--- src/rtl/uart_boot_loader.sv ---
// uart_boot_loader: receives a framed image over UART, writes it to RAM word by word,
// verifies the checksum, replies 'K'/'E' and releases the core on success.
module uart_boot_loader #(
  parameter int unsigned CLKS_PER_BIT = 217,
  parameter logic [31:0] BASE_ADDR    = 32'h0,
  parameter int unsigned MAX_BYTES    = 393216
) (
  input  logic        clk,
  input  logic        rst,
  input  logic        uart_rx,
  output logic        uart_tx,
  output logic        wr_en,
  output logic [31:0] wr_addr,
  output logic [31:0] wr_data,
  output logic [3:0]  wr_be,
  output logic        core_rst,
  output logic        busy,
  output logic        done,
  output logic        err
);
  typedef enum logic [1:0] {R_IDLE, R_START, R_DATA, R_STOP} rx_st_t;
  typedef enum logic [2:0] {S_IDLE, S_LEN, S_DATA, S_CSUM, S_OK, S_FAIL, S_DONE} st_t;
  localparam logic [15:0] BIT_END  = 16'(CLKS_PER_BIT - 1);
  localparam logic [15:0] HALF_END = 16'(CLKS_PER_BIT / 2 - 1);
  logic rx_s1_q, rx_s2_q, rx_prev_q;
  rx_st_t rx_st_q, rx_st_d;
  logic [15:0] rx_cnt_q, rx_cnt_d, tx_cnt_q, tx_cnt_d;
  logic [2:0] rx_bit_q, rx_bit_d;
  logic [7:0] rx_sh_q, rx_sh_d, sum_q, sum_d;
  logic rx_valid_q, rx_valid_d, rx_ferr_q, rx_ferr_d;
  st_t st_q, st_d;
  logic [31:0] len_q, len_d, buf_q, buf_d, wr_addr_q, wr_addr_d, wr_data_q, wr_data_d;
  logic [18:0] cnt_q, cnt_d, word_q, word_d;
  logic [3:0] wr_be_q, wr_be_d, tx_idx_q, tx_idx_d;
  logic wr_en_q, wr_en_d, core_rst_q, core_rst_d, busy_q, busy_d, done_q, done_d, err_q, err_d;
  logic rx_ok, last, tx_end;
  logic [1:0] lane;
  logic [31:0] len_full, buf_nx;
  logic [9:0] tx_frame;
  always_comb begin
    rx_st_d = rx_st_q;
    rx_cnt_d = rx_cnt_q + 16'd1;
    rx_bit_d = rx_bit_q;
    rx_sh_d = rx_sh_q;
    rx_valid_d = 1'b0;
    rx_ferr_d = 1'b0;
    case (rx_st_q)
      R_IDLE: begin
        rx_cnt_d = '0;
        if (rx_prev_q && !rx_s2_q) rx_st_d = R_START;
      end
      R_START: if (rx_cnt_q == HALF_END) begin
        rx_cnt_d = '0;
        rx_bit_d = '0;
        rx_st_d = rx_s2_q ? R_IDLE : R_DATA;
      end
      R_DATA: if (rx_cnt_q == BIT_END) begin
        rx_cnt_d = '0;
        rx_sh_d = {rx_s2_q, rx_sh_q[7:1]};
        rx_bit_d = rx_bit_q + 3'd1;
        if (rx_bit_q == 3'd7) rx_st_d = R_STOP;
      end
      default: if (rx_cnt_q == BIT_END) begin
        rx_st_d = R_IDLE;
        rx_valid_d = 1'b1;
        rx_ferr_d = !rx_s2_q;
      end
    endcase
  end
  assign rx_ok = rx_valid_q && !rx_ferr_q;
  assign lane = cnt_q[1:0];
  assign last = ({13'd0, cnt_q} + 32'd1) == len_q;
  assign len_full = {rx_sh_q, len_q[31:8]};
  assign buf_nx = (lane == 2'd0) ? {24'd0, rx_sh_q} : buf_q | ({24'd0, rx_sh_q} << {lane, 3'b000});
  assign tx_frame = {1'b1, (st_q == S_OK) ? 8'h4B : 8'h45, 1'b0};
  assign tx_end = (tx_idx_q == 4'd9) && (tx_cnt_q == BIT_END);
  always_comb begin
    st_d = st_q;
    len_d = len_q;
    cnt_d = cnt_q;
    word_d = word_q;
    sum_d = sum_q;
    buf_d = buf_q;
    wr_en_d = 1'b0;
    wr_addr_d = wr_addr_q;
    wr_data_d = wr_data_q;
    wr_be_d = wr_be_q;
    core_rst_d = core_rst_q;
    busy_d = busy_q;
    done_d = done_q;
    err_d = err_q;
    tx_cnt_d = (tx_cnt_q == BIT_END) ? '0 : tx_cnt_q + 16'd1;
    tx_idx_d = (tx_cnt_q == BIT_END) ? tx_idx_q + 4'd1 : tx_idx_q;
    case (st_q)
      S_IDLE: if (rx_ok && rx_sh_q == 8'hA5) begin
        st_d = S_LEN;
        err_d = 1'b0;
        busy_d = 1'b1;
        sum_d = '0;
        cnt_d = '0;
      end
      S_LEN: if (rx_ok) begin
        len_d = len_full;
        cnt_d = cnt_q + 19'd1;
        if (cnt_q == 19'd3) begin
          cnt_d = '0;
          word_d = '0;
          st_d = (len_full > MAX_BYTES) ? S_FAIL : (len_full == 32'd0) ? S_CSUM : S_DATA;
        end
      end
      S_DATA: if (rx_ok) begin
        buf_d = buf_nx;
        cnt_d = cnt_q + 19'd1;
        sum_d = sum_q + rx_sh_q;
        if (lane == 2'd3 || last) begin
          wr_en_d = 1'b1;
          wr_addr_d = BASE_ADDR + {11'd0, word_q, 2'b00};
          wr_data_d = buf_nx;
          wr_be_d = {lane == 2'd3, lane >= 2'd2, lane != 2'd0, 1'b1};
          word_d = word_q + 19'd1;
        end
        if (last) st_d = S_CSUM;
      end
      S_CSUM: if (rx_ok) st_d = (rx_sh_q == sum_q) ? S_OK : S_FAIL;
      S_OK: if (tx_end) begin
        st_d = S_DONE;
        done_d = 1'b1;
        core_rst_d = 1'b0;
        busy_d = 1'b0;
      end
      S_FAIL: if (tx_end) begin
        st_d = S_IDLE;
        busy_d = 1'b0;
      end
      default: ;
    endcase
    // a broken stop bit mid-frame aborts the load
    if (rx_valid_q && rx_ferr_q && (st_q == S_LEN || st_q == S_DATA || st_q == S_CSUM)) st_d = S_FAIL;
    if (st_d != st_q && (st_d == S_OK || st_d == S_FAIL)) begin
      tx_cnt_d = '0;
      tx_idx_d = '0;
      err_d = err_d | (st_d == S_FAIL);
    end
  end
  always_ff @(posedge clk) begin
    if (rst) begin
      rx_s1_q <= 1'b1;
      rx_s2_q <= 1'b1;
      rx_prev_q <= 1'b1;
      rx_st_q <= R_IDLE;
      rx_cnt_q <= '0;
      rx_bit_q <= '0;
      rx_sh_q <= '0;
      rx_valid_q <= 1'b0;
      rx_ferr_q <= 1'b0;
      st_q <= S_IDLE;
      len_q <= '0;
      cnt_q <= '0;
      word_q <= '0;
      sum_q <= '0;
      buf_q <= '0;
      wr_en_q <= 1'b0;
      wr_addr_q <= '0;
      wr_data_q <= '0;
      wr_be_q <= '0;
      core_rst_q <= 1'b1;
      busy_q <= 1'b0;
      done_q <= 1'b0;
      err_q <= 1'b0;
      tx_cnt_q <= '0;
      tx_idx_q <= '0;
    end else begin
      rx_s1_q <= uart_rx;
      rx_s2_q <= rx_s1_q;
      rx_prev_q <= rx_s2_q;
      rx_st_q <= rx_st_d;
      rx_cnt_q <= rx_cnt_d;
      rx_bit_q <= rx_bit_d;
      rx_sh_q <= rx_sh_d;
      rx_valid_q <= rx_valid_d;
      rx_ferr_q <= rx_ferr_d;
      st_q <= st_d;
      len_q <= len_d;
      cnt_q <= cnt_d;
      word_q <= word_d;
      sum_q <= sum_d;
      buf_q <= buf_d;
      wr_en_q <= wr_en_d;
      wr_addr_q <= wr_addr_d;
      wr_data_q <= wr_data_d;
      wr_be_q <= wr_be_d;
      core_rst_q <= core_rst_d;
      busy_q <= busy_d;
      done_q <= done_d;
      err_q <= err_d;
      tx_cnt_q <= tx_cnt_d;
      tx_idx_q <= tx_idx_d;
    end
  end
  assign uart_tx = (st_q == S_OK || st_q == S_FAIL) ? tx_frame[tx_idx_q] : 1'b1;
  assign wr_en = wr_en_q;
  assign wr_addr = wr_addr_q;
  assign wr_data = wr_data_q;
  assign wr_be = wr_be_q;
  assign core_rst = core_rst_q;
  assign busy = busy_q;
  assign done = done_q;
  assign err = err_q;
endmodule

--- config.mk ---
export PLATFORM = sky130hd
export DESIGN_NAME = uart_boot_loader
export DESIGN_NICKNAME = d
export VERILOG_FILES = /design/src/rtl/uart_boot_loader.sv
export SDC_FILE = /design/constraint.sdc
export NUM_CORES = 1
export LEC_CHECK = 0
export ABC_AREA = 1
export BUFFER_PORTS_ARGS = -buffer_cell sky130_fd_sc_hd__buf_2
export CAP_MARGIN = 15
export CORE_MARGIN = 3
export CORE_UTILIZATION = 61
export DETAILED_ROUTE_END_ITERATION = 16
export GPL_TIMING_DRIVEN = 1
export PLACE_DENSITY = 0.86
export SLEW_MARGIN = 25
export SYNTH_ARGS = -nofsm -noshare
export SYNTH_HDL_FRONTEND = slang
export SYNTH_SLANG_ARGS = --single-unit
--- constraint.sdc ---
create_clock -name clk -period 3.7 [get_ports clk]
set_input_delay 0.37 -clock clk [delete_from_list [all_inputs] [get_ports clk]]
set_output_delay 0.37 -clock clk [all_outputs]
set_load 0.02 [all_outputs]
# Word level (Yosys, flattened, before mapping)
# Cells that the tools add are included.
# word_totals
ff_bits,227
wordCells,166
# op_classes
addsub,8
order_cmp,3
n_eq_ne,30
shifts,1
muxes,52
bitwise_logic,5
reduce_logical,42
# ops
operator,count
19-bit 2-to-1 mux,8
19-bit case mux with 3 select lines,1
16-bit case mux with 3 select lines,1
"19-bit by 1-bit adder with 19-bit output, second input constant",2
19-bit case mux with 2 select lines,1
3-bit 2-to-1 mux,12
"16-bit by 1-bit adder with 16-bit output, second input constant",2
"16-bit by 8-bit equality test with 1-bit output, second input constant",2
20-bit by 32-bit equality test with 1-bit output,1
"32-bit by 19-bit > comparator with 1-bit output, second input constant",1
32-bit logical NOT,1
16-bit 2-to-1 mux,2
32-bit 2-to-1 mux,1
32-bit OR,1
8-bit by 5-bit left shift with 32-bit output,1
"19-bit by 1-bit adder with 20-bit output, second input constant",1
"19-bit by 2-bit equality test with 1-bit output, second input constant",1
"2-bit inequality test, second input constant",9
3-bit case mux with 6 select lines,1
"16-bit by 7-bit equality test with 1-bit output, second input constant",1
8-bit 2-to-1 mux,2
8-bit case mux with 2 select lines,1
"3-bit equality test, second input constant",5
2-bit 2-to-1 mux,6
37 further kinds,77

# Logic depth before layout (Yosys ltp)
# logic_depth
word_depth,11
mapped_depth,21

# Least setup slack after synthesis
# OpenSTA, ideal clock, no wires.
# synth_path
path_kind,reg-to-reg
startpoint,register cnt_q[1]
endpoint,register wr_be_q[2] (netlist: wr_be[2])
setup_time_ns,0.116
t_arrival_ns,2.757
t_required_ns,3.584
setup_slack_ns,0.826
stages_incl_launch_ff,22
path_buffers,3
cell_sequence,dfxtp_1 > buf_1 > clkinv_1 > buf_1 > ha_1 > inv_1 > nand2_1 > nand2_1 > nand3_1 > nor2_1 > nand3_1 > nor2_1 > nand3_1 > nor2_2 > nand3_2 > nand2_2 > nand2_4 > inv_4 > nor2_8 > buf_2 > nand2_1 > nand2_1
# synth_via
elab_chain_len,4
word_cells_on_any_way,6
# synth_lines
element,line,text
from (decl),33,"logic [18:0] cnt_q, cnt_d, word_q, word_d;"
from (signal assigned),184,cnt_q <= cnt_d;
19-bit by 1-bit adder with 20-bit output,72,"assign last = ({13'd0, cnt_q} + 32'd1) == len_q;"
20-bit by 32-bit equality test with 1-bit output,72,
1-bit logical OR,115,if (lane == 2'd3 || last) begin
3-bit AND reduction (no source line),-,
to (signal assigned),191,wr_be_q <= wr_be_d;
to (decl),34,"logic [3:0] wr_be_q, wr_be_d, tx_idx_q, tx_idx_d;"
# Several ways; a longest one is shown, not always the timed one.
# A chain may end at the register's enable or synchronous reset.

# Worst setup path after layout
# layout_path
startpoint,register cnt_q[1]
endpoint,register word_q[2]
# layout_via
elab_chain_len,5
word_cells_on_any_way,8
# layout_lines
element,line,text
19-bit by 1-bit adder with 20-bit output,72,
20-bit by 32-bit equality test with 1-bit output,72,
1-bit logical OR,115,
2-bit inequality test (no source line),-,
5-bit AND reduction (no source line) (*),-,
to (signal assigned),185,word_q <= word_d;
to (decl),33,
# Mark *: on every way between the ends. The rest lies on a longest branch, timed or not.

==> results.json <==
{
  "cts-htree-levels": 1,
  "antenna_left": 0,
  "cts.sink_count": 227,
  "floorplan.die.width_um": 141,
  "die_height_um": 141,
  "placement.cell_area_sq_um": 11400,
  "core_area_sq_um": 17500,
  "cts_hold_repair.buffers": 0,
  "worst_pin_slew_ps": 940,
  "vdd.ir_drop.worst_uv": 393,
  "fin_crit_ps": 3190,
  "grtUsageTotal_pct": 26.2,
  "share_of_async_settable_or_async_resettable_flops_after_synthesis_pct": 0,
  "cp.arrival_ps": 3560,
  "ys_seq_area_share_pct": 41.0,
  "critPathKind": "reg -> reg",
  "post_synth_most_frequent_cells": "nand2_1, dfxtp_1, nor2_1",
  "clock_tree.buffer_depth": 3,
  "antenna_violations_before_repair": 0,
  "final_cells": 1861,
  "finalHoldViolCount": 0,
  "share_clk_of_total_power_pct": 47.5,
  "synthCells": 1583,
  "path_cells": "ha_1, nand3_4, nor2_8, nand2_1, nand2_1, nand2_1, nand2_1, nand2_1, nor2_1, nand2_1, nor2_1, nand3_2, nand3_1, buf_4, nand2_1, nand2_1, a21oi_1",
  "num_io_pins": 77,
  "internal-power_mw": 3.89,
  "total_global_routing_overflow": 0,
  "yosys.cell_types.count": 44,
  "cp_slowest_stage_delay_ps": 450,
  "outcome": "complete, no violations",
  "worstRegToRegCells": 17,
  "synth.top_cell.area_share_pct": 41.0,
  "skew_ps": 10.1,
  "timing.rr.start": "cnt_q[1]",
  "number_of_cts_inserted_buffers": 24,
  "critical_path.endpoint_type": "register",
  "drt_pre_antenna_iters": 6,
  "syn-mean-instance-area_sq_um": 7.00,
  "yosys_warnings": 0,
  "slew_headroom_pct": 37.1,
  "drc_violations": 0,
  "finalSetupViolCount": 0,
  "grt_start_max_net_pins": 62,
  "yosys.cell_count.top_type": "nand2_1",
  "cts_resized": 0,
  "timing.rr.end": "word_q[2]",
  "antenna_cells_inserted": 0,
  "switching_share_of_power_pct": 21.3,
  "ys.flop_type": "dfxtp_1",
  "first_global_vias": 9656,
  "fin_setup_tns_ps": 0,
  "ys_ff_latch": 227,
  "leakagePower_nw": 5.07,
  "dieArea_sq_um": 19800,
  "cts.repair_timing.setup_buffer_count": 0,
  "holdCritStartpoint": "uart_rx",
  "ff2ff_setup_slack_ps": 510,
  "power_switching_mw": 1.06,
  "mappedNetlistArea_sq_um": 11100,
  "number_of_cells_traversed_by_the_worst_hold_path": 2,
  "cts-root-buf": "clkbuf_16",
  "clkTransAtPathRegs_ps": 60,
  "synth_area_leaders": "dfxtp_1, nand2_1, nor2_1",
  "dr_total_vias": 10400,
  "finalCoreUtilization_pct": 69.7,
  "dp.final_hpwl_um": 17800,
  "post-synth-top-area-cell": "dfxtp_1",
  "finalCritPeriodShare_pct": 86.3,
  "slew_violations": 0,
  "grt_pass1_wl_um": 44800,
  "maxCapViolations": 0,
  "dp.cells": 1818,
  "num-nets-final": 1647,
  "grt_setup_unrepaired": "false",
  "areaGrowthSynthToFinish_pct": 10.3,
  "port_buffers": 63,
  "viasPerCell": 5.57,
  "worstPathRequired_ps": 4060,
  "worst-path-buf-inv": 1,
  "count_of_flip_flops_with_a_built_in_enable_after_synthesis": 0,
  "max_frequency_mhz": 313,
  "seq_power_share_pct": 49.7,
  "detailed_route_wire_length_um": 26200,
  "critPathMostFrequentCell": "nand2_1",
  "worst_setup_path_start_kind": "register",
  "wl_per_cell_um": 14.1,
  "initial_utilization_pct": 63.2,
  "post-route-cell-area_sq_um": 12200,
  "worst_path_dominant_cell_family": "simple AND/OR/NAND/NOR gates",
  "hold_path_class": "in -> reg",
  "critical_path.slowest_cell": "dfxtp_1",
  "latest_clock_arrival_within_the_worst_skew_pair_ps": 510,
  "fraction_of_layout_instances_using_a_drive_strength_above_1_pct": 8.37,
  "power.share.combinational_pct": 2.8,
  "p_per_area_nw_per_um2": 405,
  "std_cell_rows": 48,
  "timing.critical_path.fanout_max": 20,
  "place_congestion": 0.908,
  "cts_tree": "done",
  "min_delay_worst_endpoint": "rx_s1_q",
  "detailedRoute.firstIterationViolations": 1045
}
[routing by layer]
layer  GRT usage [%]  wire (um)  vias up
met5               0          0        -
met4            7.04        515        0
met3            4.10       1730       56
met2            44.6      12600      341
met1            34.9      11400     4763
li1                -          -     5200
[how the worst max path moves through the flow]
stage	slack, ps	to	depth (start not counted)	from
2_1_floorplan	830	wr_be[2]	21	cnt_q[1]
3_3_place_gp	750	word_q[16]	17	cnt_q[1]
3_5_place_dp	580	word_q[2]	17	cnt_q[1]
4_1_cts	540	word_q[2]	17	cnt_q[1]
5_1_grt	150	word_q[2]	17	cnt_q[1]
6_report	510	word_q[2]	17	cnt_q[1]
[registers in the layout, indices dropped and copies added, names as in the netlist, 2 cells and up]
| signal | cells |
|---|---|
| word_q | 19 |
| wr_be | 4 |
| buf_q | 32 |
| rx_cnt_q | 16 |
| tx_idx_q | 4 |
| tx_cnt_q | 16 |
| rx_sh_q | 8 |
| rx_st_q | 2 |
| wr_data | 32 |
| cnt_q | 19 |
| sum_q | 8 |
| rx_bit_q | 3 |
| wr_addr | 19 |
| st_q | 3 |
| len_q | 32 |
[layout by cell type, fill, tap and decap left out, drive strengths merged]
master,count
nor2,190
or2,4
nor4,12
nand4,26
o221ai,1
nor3,42
clkinv,5
buf,77
o211ai,4
dfxtp,227
xnor2,12
nand3,113
clkbuf,38
a21oi,134
xnor3,2
inv,158
nand3b,1
o21bai,2
o21ai,92
o21a,8
o31ai,1
nor3b,7
a31oi,3
and2,1
clkinvlp,1
nand2,393
xor2,22
fa,1
a211oi,18
a22oi,1
o31a,1
xor3,1
ha,24
bufinv,1
conb,13
[cell families (layout without fill, tap and decap cells)]
| group | after synthesis | in the layout | share of synthesized area [%] |
|---|---|---|---|
| DFF | 227 | 227 | 41.0 |
| and+or+nand+nor | 789 | 789 | 31.0 |
| adders and majority gates | 25 | 25 | 2.89 |
| AOI/OAI and AO/OA | 265 | 265 | 12.8 |
| buffers and inverters | 239 | 280 | 8.93 |
| xor gates and xnor gates | 37 | 37 | 3.31 |
| other | 1 | 13 | 0.0338 |
[metrics by stage]
step / power, mW / hold slack (ps) / setup WS [ps]
5_1_grt: 5.11 / 33.3 / 147
2_1_floorplan: 2.63 / 389 / 826
6_report: 4.95 / 44.7 / 505
3_5_place_dp: 2.65 / 398 / 583
4_1_cts: 4.98 / 33.2 / 538
3_3_place_gp: 2.64 / 394 / 748
[power by group through the flow]
stage,logic [mW],clock network [mW],registers (mW)
5_1_grt,0.158,2.49,2.46
4_1_cts,0.137,2.38,2.46
2_1_floorplan,0.117,0,2.51
3_3_place_gp,0.128,0,2.51
3_5_place_dp,0.136,0,2.51
6_report,0.138,2.35,2.46
[cell type report]
class | count | area, sq um
Clock buffer | 38 | 724
Clock inverter | 5 | 52.6
Fill cell | 1435 | 5310
Inverter | 160 | 603
Multi-Input combinational cell | 1129 | 5600
Sequential cell | 227 | 4540
Tap cell | 225 | 282
Timing Repair Buffer | 77 | 420
No activity file was read; power rests on OpenSTA's default activity.
